<file path="src/rtl/clk_mon_pkg.sv">
// Shared constants for the divided-clock monitor: state encoding, code width and step.
package clk_mon_pkg;

  localparam int unsigned CODE_W = 3;
  localparam int unsigned ST_W   = 2;

  localparam logic [ST_W-1:0] ST_IDLE   = 2'd0;
  localparam logic [ST_W-1:0] ST_ACQ    = 2'd1;
  localparam logic [ST_W-1:0] ST_LOCKED = 2'd2;
  localparam logic [ST_W-1:0] ST_LOST   = 2'd3;

  localparam logic [CODE_W-1:0] CODE_STEP = 3'd1;

  // A good step is the previous code minus one, wrapping mod 2^CODE_W.
  function automatic logic step_ok(input logic [CODE_W-1:0] cur_code,
                                   input logic [CODE_W-1:0] prev_code);
    logic [CODE_W-1:0] want;
    want = CODE_W'(prev_code - CODE_STEP);
    return (cur_code == want);
  endfunction

endpackage

</file>
<file path="src/rtl/sat_counter.sv">
// Saturating up-counter with synchronous clear; clear applies before the increment.
module sat_counter #(
  parameter int unsigned W = 8
) (
  input  logic         clk,
  input  logic         reset,
  input  logic         inc,
  input  logic         clr,
  output logic [W-1:0] count
);

  logic [W-1:0] count_q;
  logic [W-1:0] count_d;
  logic [W-1:0] base;

  always_comb begin
    base    = clr ? '0 : count_q;
    count_d = base;
    if (inc && (base != '1)) begin
      count_d = base + W'(1);
    end
  end

  always_ff @(posedge clk or posedge reset) begin
    if (reset) begin
      count_q <= '0;
    end else begin
      count_q <= count_d;
    end
  end

  assign count = count_q;

endmodule

</file>
<file path="src/rtl/clk_monitor.sv">
// Lock/error checker for the clk/2, clk/4, clk/8 divider outputs.
// Define CLK_MON_ERRCNT_EN to build the saturating error counter and its clear.
module clk_monitor
  import clk_mon_pkg::*;
#(
  parameter int unsigned LOCK_CNT = 8,
  parameter int unsigned ERR_W    = 8
) (
  input  logic              clk,
  input  logic              reset,
  input  logic              clk_ff,
  input  logic              clk_2ff,
  input  logic              clk_3ff,
  input  logic              err_clr,
  output logic              locked,
  output logic              err_pulse,
  output logic [ERR_W-1:0]  err_count,
  output logic [CODE_W-1:0] code
);

  localparam int unsigned CNT_W = (LOCK_CNT > 1) ? $clog2(LOCK_CNT) : 1;
  localparam logic [CNT_W-1:0] LOCK_LAST = CNT_W'(LOCK_CNT - 1);

  logic [CODE_W-1:0] code_q, code_d;
  logic [CODE_W-1:0] prev_q, prev_d;
  logic [ST_W-1:0]   st_q, st_d;
  logic [CNT_W-1:0]  good_cnt_q, good_cnt_d;
  logic              locked_q, locked_d;
  logic              err_pulse_q, err_pulse_d;
  logic              step_good;

  // Sample pipeline: the newest code is judged against the one before it.
  always_comb begin
    code_d    = {clk_ff, clk_2ff, clk_3ff};
    prev_d    = code_q;
    step_good = step_ok(code_q, prev_q);
  end

  always_comb begin
    st_d        = st_q;
    good_cnt_d  = good_cnt_q;
    err_pulse_d = 1'b0;
    case (st_q)
      ST_IDLE: begin
        st_d = ST_ACQ;
      end
      ST_ACQ: begin
        if (!step_good) begin
          good_cnt_d = '0;
        end else if (good_cnt_q == LOCK_LAST) begin
          good_cnt_d = '0;
          st_d       = ST_LOCKED;
        end else begin
          good_cnt_d = good_cnt_q + CNT_W'(1);
        end
      end
      ST_LOCKED: begin
        if (!step_good) begin
          err_pulse_d = 1'b1;
          st_d        = ST_LOST;
        end
      end
      ST_LOST: begin
        // The step out of a glitch is not judged; the bad code is the new reference.
        good_cnt_d = '0;
        st_d       = ST_ACQ;
      end
      default: begin
        good_cnt_d = '0;
        st_d       = ST_IDLE;
      end
    endcase
    locked_d = (st_d == ST_LOCKED);
  end

  always_ff @(posedge clk or posedge reset) begin
    if (reset) begin
      code_q      <= '0;
      prev_q      <= '0;
      st_q        <= ST_IDLE;
      good_cnt_q  <= '0;
      locked_q    <= 1'b0;
      err_pulse_q <= 1'b0;
    end else begin
      code_q      <= code_d;
      prev_q      <= prev_d;
      st_q        <= st_d;
      good_cnt_q  <= good_cnt_d;
      locked_q    <= locked_d;
      err_pulse_q <= err_pulse_d;
    end
  end

  assign locked    = locked_q;
  assign err_pulse = err_pulse_q;
  assign code      = code_q;

`ifdef CLK_MON_ERRCNT_EN
  sat_counter #(
    .W (ERR_W)
  ) u_err_cnt (
    .clk   (clk),
    .reset (reset),
    .inc   (err_pulse_q),
    .clr   (err_clr),
    .count (err_count)
  );
`else
  logic unused_err_clr;
  assign unused_err_clr = err_clr;
  assign err_count      = '0;
`endif

endmodule
</file>
<file path="config.mk">
export PLATFORM = sky130hd
export DESIGN_NAME = clk_monitor
export DESIGN_NICKNAME = d
export VERILOG_FILES = /design/src/rtl/clk_mon_pkg.sv /design/src/rtl/sat_counter.sv /design/src/rtl/clk_monitor.sv
export SDC_FILE = /design/constraint.sdc
export NUM_CORES = 1
export LEC_CHECK = 0
export ABC_CLOCK_PERIOD_IN_PS = 4200
export CAP_MARGIN = 0
export CORE_MARGIN = 2
export CORE_UTILIZATION = 49
export DETAILED_ROUTE_END_ITERATION = 16
export PLACE_DENSITY = 0.81
export SLEW_MARGIN = 20
export SYNTH_ARGS = -nofsm -noshare
export SYNTH_HDL_FRONTEND = slang
export SYNTH_SLANG_ARGS = --single-unit
</file>
<file path="constraint.sdc">
create_clock -name clk -period 4.2 [get_ports clk]
set_clock_uncertainty 0.15 [all_clocks]
set_input_delay 0.63 -clock clk [delete_from_list [all_inputs] [get_ports clk]]
set_output_delay 0.63 -clock clk [all_outputs]
set_load 0.005 [all_outputs]
</file>
* Word-level counts from Yosys, hierarchy flattened
Cells that the tools add are included.
W data, S select, Z words.
** Word-level totals
- Flip-flop bits (word level) :: 13
- Input port bits :: 6
- Output and inout bits :: 13
- Logic and storage cells :: 26
** Cells by class
- Add/sub/neg operators :: 2
- Equality and inequality tests :: 6
- Mux-type cells :: 9
- Reductions and logical operators :: 3
** Operator list (number)
- $eq A2 B2 Y1 const B :: 3
- $mux W2 :: 3
- $mux W3 :: 2
- $pmux W2 S3 :: 1
- $pmux W3 S2 :: 1
- $add A3 B1 Y3 const B :: 1
- $eq A3 B3 Y1 :: 1
- $eq A3 B3 Y1 const B :: 1
- $sub A3 B1 Y3 const B :: 1
- $eq A2 B1 Y1 const B :: 1
- $logic_not A2 Y1 :: 1
- $mux W1 :: 2
- $reduce_bool A2 Y1 :: 1
- $reduce_or A2 Y1 :: 1

* Longest topological paths before layout
Gate-level depths: netlist of the first run.
- Word-level depth :: 5
- Gate-level depth with buffers :: 6
- Depth with buffers taken out :: 5

* Least setup slack after synthesis of the first run
Ideal clock, no wire load.
- Path type :: reg-to-reg
- Start point :: register prev_q[0]
- End point :: register st_q[0]
- Setup time :: 0.119 ns
- Arrival time :: 1.294 ns
- Data required time :: 3.931 ns
- Setup slack :: 2.637 ns
- Stages on the path, launching flop included :: 6
- Buffers on the path :: 0
- Period minus slack after synthesis :: 1.563 ns
- Cells stage by stage :: dfrtp_1 > inv_1 > ha_1 > xnor3_2 > nand3_2 > o21a_1
** On the way
- Word-level cells in the longest chain between the ends :: 4
- Elaborated cells between the ends (all ways) :: 5
- Classes of those cells :: add/sub (1); eq/ne (1); mux (3)
** RTL lines
- start: declaration :: RTL line clk_monitor.sv:25 : logic [CODE_W-1:0] prev_q, prev_d;
- start signal: assignment :: RTL line clk_monitor.sv:86 : prev_q <= prev_d;
- $sub A3 B1 Y3 * :: RTL line clk_mon_pkg.sv:18 : want = CODE_W'(prev_code - CODE_STEP);
- $eq A3 B3 Y1 * :: RTL line clk_mon_pkg.sv:19 : return (cur_code == want);
- $mux W2, on equally long branches :: RTL line clk_monitor.sv:58, clk_monitor.sv:48
- $pmux W2 S3 * :: RTL line clk_monitor.sv:43 : case (st_q)
- named net st_d[0] :: RTL line clk_monitor.sv:26 : logic [ST_W-1:0] st_q, st_d;
- end signal: assignment :: RTL line clk_monitor.sv:87 : st_q <= st_d;
- end: declaration :: RTL line clk_monitor.sv:26
Mark *: on every way through the listed nets, which the timed path passes. The rest lies on a longest branch.
A chain may end at the register's enable or synchronous reset.

* Worst setup path after layout of the first run
- Start point :: register code_q[1] (netlist: code[1])
- End point :: output port code[1]
** RTL lines
- start: declaration :: RTL line clk_monitor.sv:24 : logic [CODE_W-1:0] code_q, code_d;
- start signal: assignment :: RTL line clk_monitor.sv:85 : code_q <= code_d;
- end: declaration :: RTL line clk_monitor.sv:18 : output logic [CODE_W-1:0] code
No word-level cell between the ends.

==> flow_summary_export.csv, run 1 <==
group,metric,value,unit
routing,vias_per_cell,4.83,
timing,hold_viol,0,
timing,finalCritPeriodShare,47.3,%
yosys,synth_seq_cells,13,
clocking,root_buffer,"clkbuf_4",
clocking,cts_tree,"built",
placed_design,place_congestion,0.755,
critical_path,crit_family,"buffers and inverters",
global_routing,grt_max_degree,14,
power,p_switching,142,uW
critical_path,critPathCaptureType,"primary output",
layout,final_common_cell,"dfrtp_1",
yosys,synth_cell_types,24,
power,combPwrFrac,38.7,%
die,ioPinCount,19,
yosys,synth_edf_count,0,
die,start_util,53.5,%
layout,layout-drive-gt1-share,10.7,%
power,p_int,257,uW
global_routing,grt_pass1_wl,1.67,mm
power,power,399,uW
die,die_x,41.9,microns
timing,tns,0,ns
routing,drtIter0Drc,6,
critical_path,cp_num_buf_inv,1,
critical_path,path_cells,"clkdlybuf4s50_1",
clocking,cts.path.max_buffers,2,
routing,wl,1.04,mm
layout,diodes,0,
layout,fillers,113,
global_routing,grt_pass1_vias,378,
global_routing,grt_usage,13.6,%
clocking,cts_hold_buf,0,
clocking,cts_resized,0,
critical_path,worst_ep_required_time,3.42,ns
layout,final_cell_mix,"13 x dfrtp_1, 9 x clkdlybuf4s50_1, 8 x conb_1",
run,cap_violations,0,
yosys,async_reset_ff_share,100,%
die,die_area,1760,sq um
routing,met3WireLength,43,microns
critical_path,cp_max_fo,3,
clocking,post_cts_buffers,0,
routing,wire_per_inst,11.6,microns
timing,timing.hold.ws,0.281,ns
clocking,path_clk_slew,0.07,ns
power,peakVddDrop,0.239,mV
timing,max_freq,503,MHz
yosys,synth_flop_cell,"dfrtp_1",
layout,area_growth_syn_to_layout,13.7,%
power,clkPwrFrac,19.3,%
critical_path,slowest_stage,"clkdlybuf4s50_1",
power,pwr-share-seq,41.9,%
power,swShare,35.7,%
critical_path,critPathArrivalTime,1.21,ns
layout,fin_nets,88,
routing,drc_errors,0,
timing,finalSetupViolCount,0,
clocking,clkLatencyLatePin,0.28,ns
global_routing,grt_overflow_total,0,
die,die_y,41.9,microns
yosys,yosysWarningCount,0,
yosys,netlist_instances,64,
yosys,syn-mean-instance-area,11.0,sq um
routing,num_vias,435,
clocking,cts_made_buffers,3,
power,leakagePower,0.383,nW
routing,route.met2.wl,525,microns
yosys,ys_seq_area_share,46.2,%
timing,period_needed,1.99,ns
routing,wl_met1,454,microns
die,rows,13,
routing,top_layer,"met4",
routing,dr.pass1.iters,4,
global_routing,antenna_found_initial,0,
worst_hold_path,hp-class,"flop to flop",
placed_design,dp_hpwl,760,microns
timing,drv_slew,0,
critical_path,critPathMaxStageDelay,0.52,ns
power,p_per_area,498,nW/um^2
clocking,htreeDepth,1,
timing,rsz0062_at_grt,"false",
clocking,clock_sinks,13,
placed_design,io_buffer_count,9,
routing,ant_nets,0,
critical_path,critPathKind,"flop to primary output",
critical_path,cp-start-kind,"flop",
die,coreArea,1320,sq um
run_status,outcome,"complete, no violations",
yosys,synthesis.area,704,sq um
layout,final_core_util,60.8,%
-- layer usage --
layer / vias to the layer above / GRT usage, %
met4: 0 / 9.68
met5: - / 0
met1: 201 / 14.7
li1: 218 / -
met3: 4 / 6.52
met2: 12 / 20.6
-- power groups by stage --
stage,logic (mW),registers [mW],clock network [mW]
final,0.155,0.167,0.0771
after global routing,0.174,0.170,0.0843
after CTS,0.155,0.168,0.0804
after detailed placement,0.154,0.170,0
after global placement,0.148,0.169,0
after floorplan,0.123,0.167,0
-- cell usage after synthesis (all sizes together) (2+ instances only) --
library cell	count	area share, %
and2	2	1.8
buf	9	9.2
dfrtp	13	46
ha	6	11
inv	7	3.7
nand2	3	1.6
nand3	2	2.1
nor2	6	3.2
o32ai	2	2.5
xor2	2	4.6
-- kinds of logic after synthesis --
kind of cell	share of synthesized area, %
xor+xnor	7.99
fa+ha+maj	10.7
buf+inv	13.0
simple gates	13.5
other cells	0.532
compound gates	8.17
flops	46.2
-- flip-flops by register name, summed over array words and instances (netlist names) --
signal / cells
prev_q: 3
st_q: 2
err_pulse: 1
locked: 1
good_cnt_q: 3
code: 3
-- final cells by class --
class                   count  area [sq um]  share of cell area [%]
well taps                  15          18.8                    2.34
inverters                   7          26.3                    3.28
flip-flops and latches     13           325                    40.6
repair buffers              9          90.1                    11.2
multi-input cells          42           314                    39.2
clock buffers               4          26.3                    3.28
-- worst paths after layout --
check	startpoint	slack [ns]	to	depth (start not counted)
worst max-delay path	code[1]$_DFF_PP0_	2.21	code[1]	1
worst min-delay path	code[2]$_DFF_PP0_	0.28	prev_q[2]$_DFF_PP0_	0
worst max register to register	prev_q[0]$_DFF_PP0_	2.52	st_q[0]$_DFF_PP0_	5
worst min register to register	code[2]$_DFF_PP0_	0.28	prev_q[2]$_DFF_PP0_	0
max in group asynchronous	reset	3.05	prev_q[1]$_DFF_PP0_	2
min in group asynchronous	reset	0.52	good_cnt_q[2]$_DFFE_PP0P_	2
-- through the flow --
stage	cell area (sq um)	setup WS, ns	cells
floorplan	731	2.64	71
global placement	774	2.52	86
detailed placement	774	2.51	86
CTS	801	2.19	90
global route	801	2.16	90
finish	801	2.21	90
No activity file was read; power rests on OpenSTA's default activity.
==> run 2: changes to the inputs <==
--- a/config.mk
+++ b/config.mk
@@ -5,12 +5,12 @@
 export SDC_FILE = /design/constraint.sdc
 export NUM_CORES = 1
 export LEC_CHECK = 0
-export ABC_CLOCK_PERIOD_IN_PS = 4200
+export ABC_CLOCK_PERIOD_IN_PS = 1900
 export CAP_MARGIN = 0
 export CORE_MARGIN = 2
-export CORE_UTILIZATION = 49
+export CORE_UTILIZATION = 46
 export DETAILED_ROUTE_END_ITERATION = 16
-export PLACE_DENSITY = 0.81
+export PLACE_DENSITY = 0.77
 export SLEW_MARGIN = 20
 export SYNTH_ARGS = -nofsm -noshare
 export SYNTH_HDL_FRONTEND = slang
==> constraint.sdc (replaced) <==
create_clock -name clk -period 1.9 [get_ports clk]
set_clock_uncertainty 0.15 [all_clocks]
set_input_delay 0.285 -clock clk [delete_from_list [all_inputs] [get_ports clk]]
set_output_delay 0.285 -clock clk [all_outputs]
set_load 0.005 [all_outputs]
==> run 2 against run 1 <==
  * Global-route usage grew 0.19 points
  * Wire length shrank 3.5%
  * Power grew 120%
  * Largest power group unchanged
  * Flip-flop and latch count is the same
  * Critical path type is now flop to flop
==> flow_summary_export.csv, run 2 (synthesis gave the netlist of run 1 again) <==
group,metric,value,unit
run_status,outcome,"complete, no violations",
placed_design,dp.cells,87,
placed_design,place_congestion,0.746,
die,start_util,47.9,%
global_routing,antenna_found_initial,0,
layout,diodes,0,
critical_path,cp_max_fo,6,
layout,fin_nets,88,
die,die_area,1860,sq um
timing,rsz0062_at_grt,"false",
timing,finalCritPeriodShare,88.6,%
die,rows,14,
critical_path,critPathArrivalTime,1.72,ns
layout,final_common_cell,"dfrtp_1",
layout,final_core_util,54.6,%
critical_path,critPathKind,"flop to flop",
critical_path,cp-start-kind,"flop",
timing,tns,0,ns
global_routing,gr-usage-met2,23.9,%
clocking,cts_made_buffers,3,
global_routing,use_met3,5.11,%
die,coreArea,1470,sq um
critical_path,reg2reg_depth,5,
clocking,htreeDepth,1,
routing,vias_per_cell,4.93,
global_routing,grt_pass1_vias,465,
layout,fillers,135,
placed_design,io_buffer_count,9,
clocking,post_cts_buffers,0,
die,die_x,43.1,microns
timing,finalSetupViolCount,0,
global_routing,grt_max_degree,14,
critical_path,worst_ep_required_time,1.93,ns
critical_path,reg2reg_from,"prev_q[0]$_DFF_PP0_",
clocking,path_clk_slew,0.09,ns
timing,drv_slew,0,
routing,drc_errors,0,
worst_hold_path,hp-class,"input port to asynchronous set/reset pin",
global_routing,grt_use_met1,12.6,%
timing,max_freq,594,MHz
placed_design,dp_hpwl,775,microns
timing,worst_slack,0.216,ns
layout,layout-drive-gt1-share,12.0,%
die,die_y,43.1,microns
die,ioPinCount,19,
global_routing,grt_overflow_total,0,
global_routing,grt_usage,13.8,%
power,leakagePower,0.385,nW
critical_path,crit_path_start,"prev_q[0]$_DFF_PP0_",
placed_design,dp_slack,0.232,ns
power,p_per_area,1110,nW/um^2
critical_path,reg2reg_slack,0.22,ns
global_routing,grt_pass1_wl,1.78,mm
run,cap_violations,0,
global_routing,busiest_layer,"met2",
power,peakVddDrop,0.570,mV
routing,num_vias,449,
clocking,cts_hold_buf,0,
routing,wl,1.01,mm
routing,wire_per_inst,11.1,microns
layout,area_growth_syn_to_layout,14.0,%
layout,final-instance-count-excl-fill,91,
critical_path,critPathCaptureType,"flop",
clocking,cts_tree,"built",
timing,hold_viol,0,
routing,drtIter0Drc,10,
routing,dr.pass1.iters,3,
timing,period_needed,1.68,ns
clocking,clkLatencyLatePin,0.29,ns
clocking,clock_sinks,13,
clocking,cts.path.max_buffers,2,
clocking,root_buffer,"clkbuf_4",
clocking,cts_resized,0,
layout,final_cell_mix,"13 x dfrtp_1, 9 x clkdlybuf4s50_1, 8 x conb_1",
routing,ant_nets,0,
timing,timing.hold.ws,0.152,ns
## run 2: changes by cell type in the layout (fill, tap and decap cells not counted), sizes merged
cell,delta
clkbuf,-1
clkinv,+1
## run 2: power by group
group	internal, mW	switching, mW	total [mW]
Sequential	0.326	0.0432	0.369
Clock	0.0784	0.100	0.178
Combinational	0.161	0.181	0.342
Total	0.565	0.324	0.889
## run 2: layer usage
metal	share of wire [%]	routed length, microns
met2	55	551
met3	4.1	41
met5	0	0
met4	3.0	30
met1	38	383
## run 2: area by class of cell
class | count | area [sq um] | share of cell area [%]
Clock buffer | 3 | 22.5 | 2.80
Clock inverter | 1 | 5.00 | 0.623
Inverter | 7 | 26.3 | 3.27
Multi-Input combinational cell | 42 | 314 | 39.1
Sequential cell | 13 | 325 | 40.5
Tap cell | 16 | 20.0 | 2.49
Timing Repair Buffer | 9 | 90.1 | 11.2
## run 2: metrics by stage
step | instance area, sq um | total power, mW
after global placement | 776 | 0.699
after detailed placement | 776 | 0.718
after global routing | 803 | 0.959
after floorplan | 731 | 0.641
after CTS | 803 | 0.897
final | 803 | 0.889
## run 2: critical path: stages, from the launching register on
cell and delay [ns]:
dfrtp_1 0.40, inv_1 0.06, ha_1 0.20, xnor3_2 0.40, nand3_2 0.15, o21a_1 0.22
## run 2: worst paths after layout
kind / to
setup / recovery: st_q[0]$_DFF_PP0_
hold / removal: err_pulse$_DFF_PP0_
setup reg to reg: st_q[0]$_DFF_PP0_
hold reg to reg: prev_q[2]$_DFF_PP0_
max in group asynchronous: st_q[0]$_DFF_PP0_
min in group clk: prev_q[2]$_DFF_PP0_
